File: config.mk
export PLATFORM = sky130hd
export DESIGN_NAME = wb_trace_unit
export DESIGN_NICKNAME = d
export VERILOG_FILES = /design/src/rtl/wb_trace_unit.sv
export SDC_FILE = /design/constraint.sdc
export NUM_CORES = 1
export LEC_CHECK = 0
export ABC_CLOCK_PERIOD_IN_PS = 9950
export CORE_ASPECT_RATIO = 1.1
export CORE_MARGIN = 2
export CORE_UTILIZATION = 55
export CTS_CLUSTER_SIZE = 16
export DETAILED_ROUTE_END_ITERATION = 6
export PLACE_DENSITY = 0.73
export SYNTH_ARGS = -nofsm -noshare
export SYNTH_HDL_FRONTEND = slang
export SYNTH_SLANG_ARGS = --single-unit
File: constraint.sdc
create_clock -name CLK -period 9.95 [get_ports CLK]
set_clock_uncertainty 0.05 [all_clocks]
set_input_delay 2.985 -clock CLK [delete_from_list [all_inputs] [get_ports CLK]]
set_output_delay 2.985 -clock CLK [all_outputs]
set_load 0.02 [all_outputs]
File: src/rtl/wb_trace_unit.sv
// wb_trace_unit: captures each retiring micro-op at the MEM/WB latch and
// streams it off-chip as a 16-byte packet, MSB first, over a byte-wide
// valid/ready port. It never stalls the pipeline. When the record FIFO is
// full, a record is dropped and counted. Sequence numbers still advance on
// a drop, so gaps in the trace show where records were lost.
module wb_trace_unit #(
  parameter int DEPTH = 8,
  parameter int AW    = 3
) (
  input  logic          CLK,
  input  logic          RST,
  input  logic          trace_en,
  input  logic          stall,
  input  logic [38:0]   DEBUG_uop_out,
  input  logic [15:0]   DEBUG_seqNPC_out,
  input  logic          DEBUG_taken_out,
  input  logic [15:0]   DEBUG_addr_out,
  input  logic [7:0]    DEBUG_rdata_out,
  input  logic [7:0]    DEBUG_wdata_out,
  input  logic [4:0]    Wr_id_out,
  input  logic [15:0]   Result_out,
  input  logic [7:0]    Flags_out,
  output logic [7:0]    tx_data,
  output logic          tx_valid,
  output logic          tx_sof,
  input  logic          tx_ready,
  output logic [AW:0]   fifo_level,
  output logic [7:0]    drop_cnt,
  output logic          overflow
);

  // Field order of this struct is the packet byte order (MSB first).
  typedef struct packed {
    logic [38:0] uop;
    logic [15:0] npc;
    logic        taken;
    logic [15:0] addr;
    logic [7:0]  rdata;
    logic [7:0]  wdata;
    logic [4:0]  wr_id;
    logic [15:0] result;
    logic [7:0]  flags;
    logic [10:0] seq;
  } trace_rec_t;

  typedef enum logic {IDLE, SEND} state_t;

  trace_rec_t     mem [DEPTH];
  trace_rec_t     wr_rec;
  logic [AW-1:0]  wr_ptr, rd_ptr;
  logic [10:0]    seq;
  state_t         state;
  logic [127:0]   shift;
  logic [3:0]     byte_cnt;

  logic retire, full, push, pop, hs;

  // Fullness uses the pre-edge level: a same-edge pop never makes room.
  assign retire = trace_en && !stall && (DEBUG_uop_out != '0);
  assign full   = (fifo_level == (AW+1)'(DEPTH));
  assign push   = retire && !full;
  assign hs     = (state == SEND) && tx_ready;
  assign pop    = (fifo_level != '0) &&
                  ((state == IDLE) || (hs && (byte_cnt == 4'd15)));

  assign tx_valid = (state == SEND);
  assign tx_data  = shift[127:120];
  assign tx_sof   = (state == SEND) && (byte_cnt == 4'd0);

  // Assemble the record from the latch outputs and the running sequence number.
  always_comb begin
    wr_rec        = '0;
    wr_rec.uop    = DEBUG_uop_out;
    wr_rec.npc    = DEBUG_seqNPC_out;
    wr_rec.taken  = DEBUG_taken_out;
    wr_rec.addr   = DEBUG_addr_out;
    wr_rec.rdata  = DEBUG_rdata_out;
    wr_rec.wdata  = DEBUG_wdata_out;
    wr_rec.wr_id  = Wr_id_out;
    wr_rec.result = Result_out;
    wr_rec.flags  = Flags_out;
    wr_rec.seq    = seq;
  end

  // FIFO storage: no reset needed, the occupancy count guards every read.
  always_ff @(posedge CLK) begin
    if (push) mem[wr_ptr] <= wr_rec;
  end

  // FIFO pointers, occupancy, sequence counter and drop accounting.
  always_ff @(posedge CLK or posedge RST) begin
    if (RST) begin
      wr_ptr     <= '0;
      rd_ptr     <= '0;
      fifo_level <= '0;
      seq        <= '0;
      drop_cnt   <= '0;
      overflow   <= 1'b0;
    end else begin
      if (push) wr_ptr <= wr_ptr + AW'(1);
      if (pop)  rd_ptr <= rd_ptr + AW'(1);
      case ({push, pop})
        2'b10:   fifo_level <= fifo_level + (AW+1)'(1);
        2'b01:   fifo_level <= fifo_level - (AW+1)'(1);
        default: fifo_level <= fifo_level;
      endcase
      if (retire) seq <= seq + 11'd1;
      if (retire && full) begin
        overflow <= 1'b1;
        if (drop_cnt != 8'hFF) drop_cnt <= drop_cnt + 8'd1;
      end
    end
  end

  // Serializer FSM: load a record, shift out one byte per accepted handshake,
  // and reload on the last byte so consecutive packets run back to back.
  always_ff @(posedge CLK or posedge RST) begin
    if (RST) begin
      state    <= IDLE;
      shift    <= '0;
      byte_cnt <= '0;
    end else begin
      case (state)
        IDLE: begin
          if (pop) begin
            shift    <= mem[rd_ptr];
            byte_cnt <= '0;
            state    <= SEND;
          end
        end
        SEND: begin
          if (tx_ready) begin
            if (byte_cnt == 4'd15 && pop) begin
              shift    <= mem[rd_ptr];
              byte_cnt <= '0;
            end else begin
              // After 16 shifts the register is all zero, so tx_data idles at 0.
              shift    <= shift << 8;
              byte_cnt <= byte_cnt + 4'd1;
              if (byte_cnt == 4'd15) state <= IDLE;
            end
          end
        end
        default: state <= IDLE;
      endcase
    end
  end

endmodule

* Yosys cells after proc, flatten, opt, wreduce, memory -nomap -nowiden
Memories as Yosys holds them, arrays and structs flattened.
Cells that the tools add are included.
W data, S select, Z words.
** Word-level totals
- Flip-flop bits (word level) :: 163
- Memory bits (writable) :: 1024
- Input bits :: 122
- Output and inout port bits :: 23
- Word-level logic and storage cells :: 59
- Memories :: 1
** Memories
- mem :: words 8, width 128, read ports 1, clocked after memory_dff 0, write ports 1, RTL line 48 : trace_rec_t mem [DEPTH];
** Operators by class
- Add/sub/neg operators :: 7
- Eq/ne operators :: 7
- Multiplexer cells :: 16
- Bitwise operators :: 1
- Reductions and logical operators :: 18
** Operators with widths (number)
- $mux W128 :: 3
- $pmux W128 S2 :: 1
- $reduce_bool A39 Y1 :: 1
- $pmux W4 S2 :: 2
- $mux W4 :: 3
- $add A11 B1 Y11 const B :: 1
- $logic_and A1 B1 Y1 :: 9
- $add A4 B1 Y4 const B :: 2
- $add A8 B1 Y8 const B :: 1
- $eq A4 B4 Y1 const B :: 2
- $ne A8 B8 Y1 const B :: 1
- $add A3 B1 Y3 const B :: 2
- $mux W1 :: 6
- $logic_not A4 Y1 :: 1
- $ne A2 B2 Y1 const B :: 2
- $reduce_and A2 Y1 :: 2
- $reduce_bool A4 Y1 :: 1
- $sub A4 B1 Y4 const B :: 1
- $eq A2 B1 Y1 const B :: 1
- $eq A2 B2 Y1 const B :: 1
- $logic_not A1 Y1 :: 2
- $pmux W1 S2 :: 1
- $reduce_bool A2 Y1 :: 1
- $logic_or A1 B1 Y1 :: 1
- $not A1 Y1 :: 1

* Longest topological paths before layout
- Depth in word-level cells :: 8
- Mapped depth :: 14
- Mapped depth without buffers :: 12

* Worst setup path before layout
No wires, ideal clock.
- Kind :: input-to-reg
- Start point :: input port trace_en
- End point :: memory mem[0][0] in the netlist's numbering (enable)
- Library setup time :: 0.772 ns
- Arrival time :: 12.400 ns
- Required time :: 9.128 ns
- Path slack :: -3.272 ns
- Stages on the path :: 4
- Buffers on the path :: 0
- Path through :: nor2b_1 -> o31ai_2 -> or3_1 -> nor3_1
** On the way
- Word-level cells in the longest chain between the ends :: 5
** RTL lines
- start: declaration :: RTL line 12 : input logic trace_en,
- $logic_and A1 B1 Y1 (2 in a row) :: RTL line 59 : assign retire = trace_en && !stall && (DEBUG_uop_out != '0);
- $logic_and A1 B1 Y1 :: RTL line 61 : assign push = retire && !full;
- $mux W1 :: RTL line 87 : if (push) mem[wr_ptr] <= wr_rec;
- $mux W1 (implied by the code) :: RTL line 87
- end: declaration :: RTL line 48
No other way between the ends.

* Worst setup path after layout
- Start point :: input port DEBUG_uop_out[36]
- End point :: memory mem[0][39] in the netlist's numbering (enable)
** On the way
- Word-level cells in the longest chain between the ends :: 5
** RTL lines
- start: declaration :: RTL line 14 : input logic [38:0] DEBUG_uop_out,
- $reduce_bool A39 Y1 :: RTL line 59
- $logic_and A1 B1 Y1 :: RTL line 59
- $logic_and A1 B1 Y1 :: RTL line 61
- $mux W1 :: RTL line 87
- $mux W1 (implied by the code) :: RTL line 87
No other way between the ends.

==> run_results.csv <==
group,metric,value,unit
drt,vias_per_cell,6.170,
place,dp_cells,3226,
power,ir_worst_vdd,0.0002766,V
clocking,cts_resized,0,
floorplanning,core,81480,um2
place,gp_congestion,0.7550,
timing,finalSetupTns,0,ns
place,dpl.hpwl,50350,um
timing,timing.fmax,144.6,MHz
setup_path,r2r_slack,6.01,ns
setup_path,end_kind,"register",
yosys,syn_area_per_cell,21.36,um2
place,io_buffers,144,
clocking,cts_hold_buf,0,
clocking,clk_path_buf_depth,3,
timing,slew_violations,0,
clocking,root_buffer,"clkbuf_16",
timing,setup_viol,0,
setup_path,critPathRequiredTime,10.18,ns
global_routing,grt_usage,22.27,%
setup_path,critPathKind,"primary input to register",
drt,drtIter0Drc,2028,
flow_run,max_cap_violations,0,
timing,period_needed,6.916,ns
floorplanning,rows,110,
yosys,yosys.area.top_type_share,68.37,%
run_status,outcome,"completed",
drt,routed_wirelength,92610,um
global_routing,use_met3,4.038,%
global_routing,use_met2,37.30,%
power,p_leak,16.46,nW
yosys,synth_fp_nets,2238,
floorplanning,die_h,303.9,um
setup_path,crit_fanout,63,
timing,rsz0062_at_grt,"false",
yosys,synth_common_cells,"edfxtp_1, mux4_2, dfrtp_1, o21ai_0, mux2i_1",
global_routing,antenna_found_initial,11,
yosys,syn_inst,2106,
clocking,postCtsSetupBuffers,0,
timing,timing.final.crit_share,69.51,%
yosys,synth-edff-count,1024,
final_layout,drive_above_1_share,20.25,%
yosys,synth_warnings,0,
yosys,synth-seq-cells,1187,
yosys,synthArstFlopShare,13.73,%
setup_path,arrival,7.15,ns
yosys,synthFlopType,"edfxtp_1",
hold_path,hp-class,"register to register",
drt,ant_nets,0,
drt,vias,21244,
yosys,synth_area_leaders,"edfxtp_1, mux4_2, dfrtp_1, mux2i_1, a22oi_1",
global_routing,grt_pass1_vias,22221,
final_layout,fin_cells,3443,
global_routing,use_met1,30.09,%
yosys,ys_seq_area_share,77.44,%
floorplanning,die_w,276.7,um
final_layout,nNetsFinal,2408,
setup_path,cp-start-kind,"primary input",
timing,slew-limit-headroom,17.22,%
yosys,synth_area_leader_cell,"edfxtp_1",
clocking,h-tree-depth,3,
yosys,syn_area,44980,um2
drt,drc,0,
global_routing,grt_max_degree,145,
timing,final_hold_viol_count,0,
global_routing,grt_pass1_wl,140300,um
yosys,yosysMostFrequentCell,"edfxtp_1",
clocking,cts_buffers,112,
floorplanning,initial_core_util,55.20,%
final_layout,fin_util,62.97,%
floorplanning,fp.dieArea,84080,um2
yosys,synthDistinctLibCells,38,
timing,worst_pin_slew,1.238,ns
clocking,clock_sinks,1187,
power,p_per_area,255.8,nW/um2
drt,wl_per_cell,26.90,um
clocking,clk_latency,0.68,ns
drt,dr.pass1.iters,5,
global_routing,grt-ovfl-total,0,
global_routing,busiest_layer,"met2",
floorplanning,io_pins,145,
clocking,tritoncts,"built",
final_layout,area_growth,14.08,%
clocking,path_clk_slew,0.06,ns
==> critical path, cell delays in order <==
cell	delay [ns]
clkdlybuf4s50_1	0.68
nor4_1	0.21
nand4_1	0.33
o31ai_2	0.12
buf_4	0.23
or3_1	0.55
nor3_4	1.00
buf_4	0.94
==> layout make-up <==
class / instances / area (um2)
antenna: 4 / 10.01
multi-input combinational: 785 / 9657
inverter: 10 / 42.54
timing repair buffer: 180 / 1737
sequential: 1187 / 34840
clock inverter: 55 / 534.3
clock buffer: 158 / 3157
fill: 5519 / 30170
tap: 1064 / 1331
==> state kept, by name, indices dropped and copies added, names as in the netlist <==
signal	flops
mem	1024
shift	128
seq	11
drop_cnt	8
byte_cnt	4
fifo_level	4
rd_ptr	3
wr_ptr	3
overflow	1
tx_valid	1
==> metrics by stage <==
step / total power, mW / area (um2) / setup slack, ns / hold WS [ns]
after floorplan: 8.267 / 44990 / 0.1677 / 0.4002
after global placement: 8.969 / 47610 / 2.458 / 0.4230
after detailed placement: 9.051 / 47610 / 2.403 / 0.4298
after CTS: 13.25 / 51300 / 3.072 / 0.4445
after global routing: 13.65 / 51310 / 2.850 / 0.4650
final: 13.12 / 51310 / 3.034 / 0.4473
==> worst paths after layout <==
| kind | from | endpoint | cells past startpoint |
|---|---|---|---|
| worst max-delay path | DEBUG_uop_out[36] | mem[0][39]$_DFFE_PP_ | 8 |
| worst min-delay path | shift[7]$_DFFE_PP0P_ | shift[7]$_DFFE_PP0P_ | 2 |
| worst max register to register | fifo_level[0]$_DFFE_PP0P_ | mem[0][39]$_DFFE_PP_ | 5 |
| worst min register to register | shift[7]$_DFFE_PP0P_ | shift[7]$_DFFE_PP0P_ | 2 |
| max in group asynchronous | RST | rd_ptr[1]$_DFFE_PP0P_ | 3 |
| min in group asynchronous | RST | shift[22]$_DFFE_PP0P_ | 2 |
==> cell usage in the layout (no fill, tap or decap), types with 13 or more instances in the layout <==
cell	n
edfxtp_1	1024
mux4_2	256
dfrtp_1	160
clkdlybuf4s50_1	144
o21ai_0	134
mux2i_1	129
a22oi_1	118
clkbuf_16	113
buf_4	34
clkbuf_1	29
nand2_1	28
clkinv_2	21
xor2_1	17
clkbuf_8	16
clkinv_1	15
nand3_1	14
nor4_1	13
==> power breakdown <==
group          internal, mW  switching (mW)
logic                  1.24            1.26
clock network          2.42            1.79
registers              6.01           0.410
total                  9.67            3.45
==> cells by family after synthesis <==
| group | count (synthesis) | synth area share, % |
|---|---|---|
| fa+ha+maj | 10 | 0.2949 |
| compound gates | 262 | 3.636 |
| buf+inv | 134 | 1.277 |
| flops | 1187 | 77.44 |
| mux | 389 | 15.81 |
| simple gates | 100 | 1.074 |
| xor+xnor | 24 | 0.4674 |
==> per-layer routing <==
layer / vias up / routed length [um]
met2: 689 / 47460
met5: - / 89
met4: 14 / 2434
met3: 170 / 5883
met1: 11274 / 36730
li1: 9097 / -
Power figures use the tool's default switching activity.
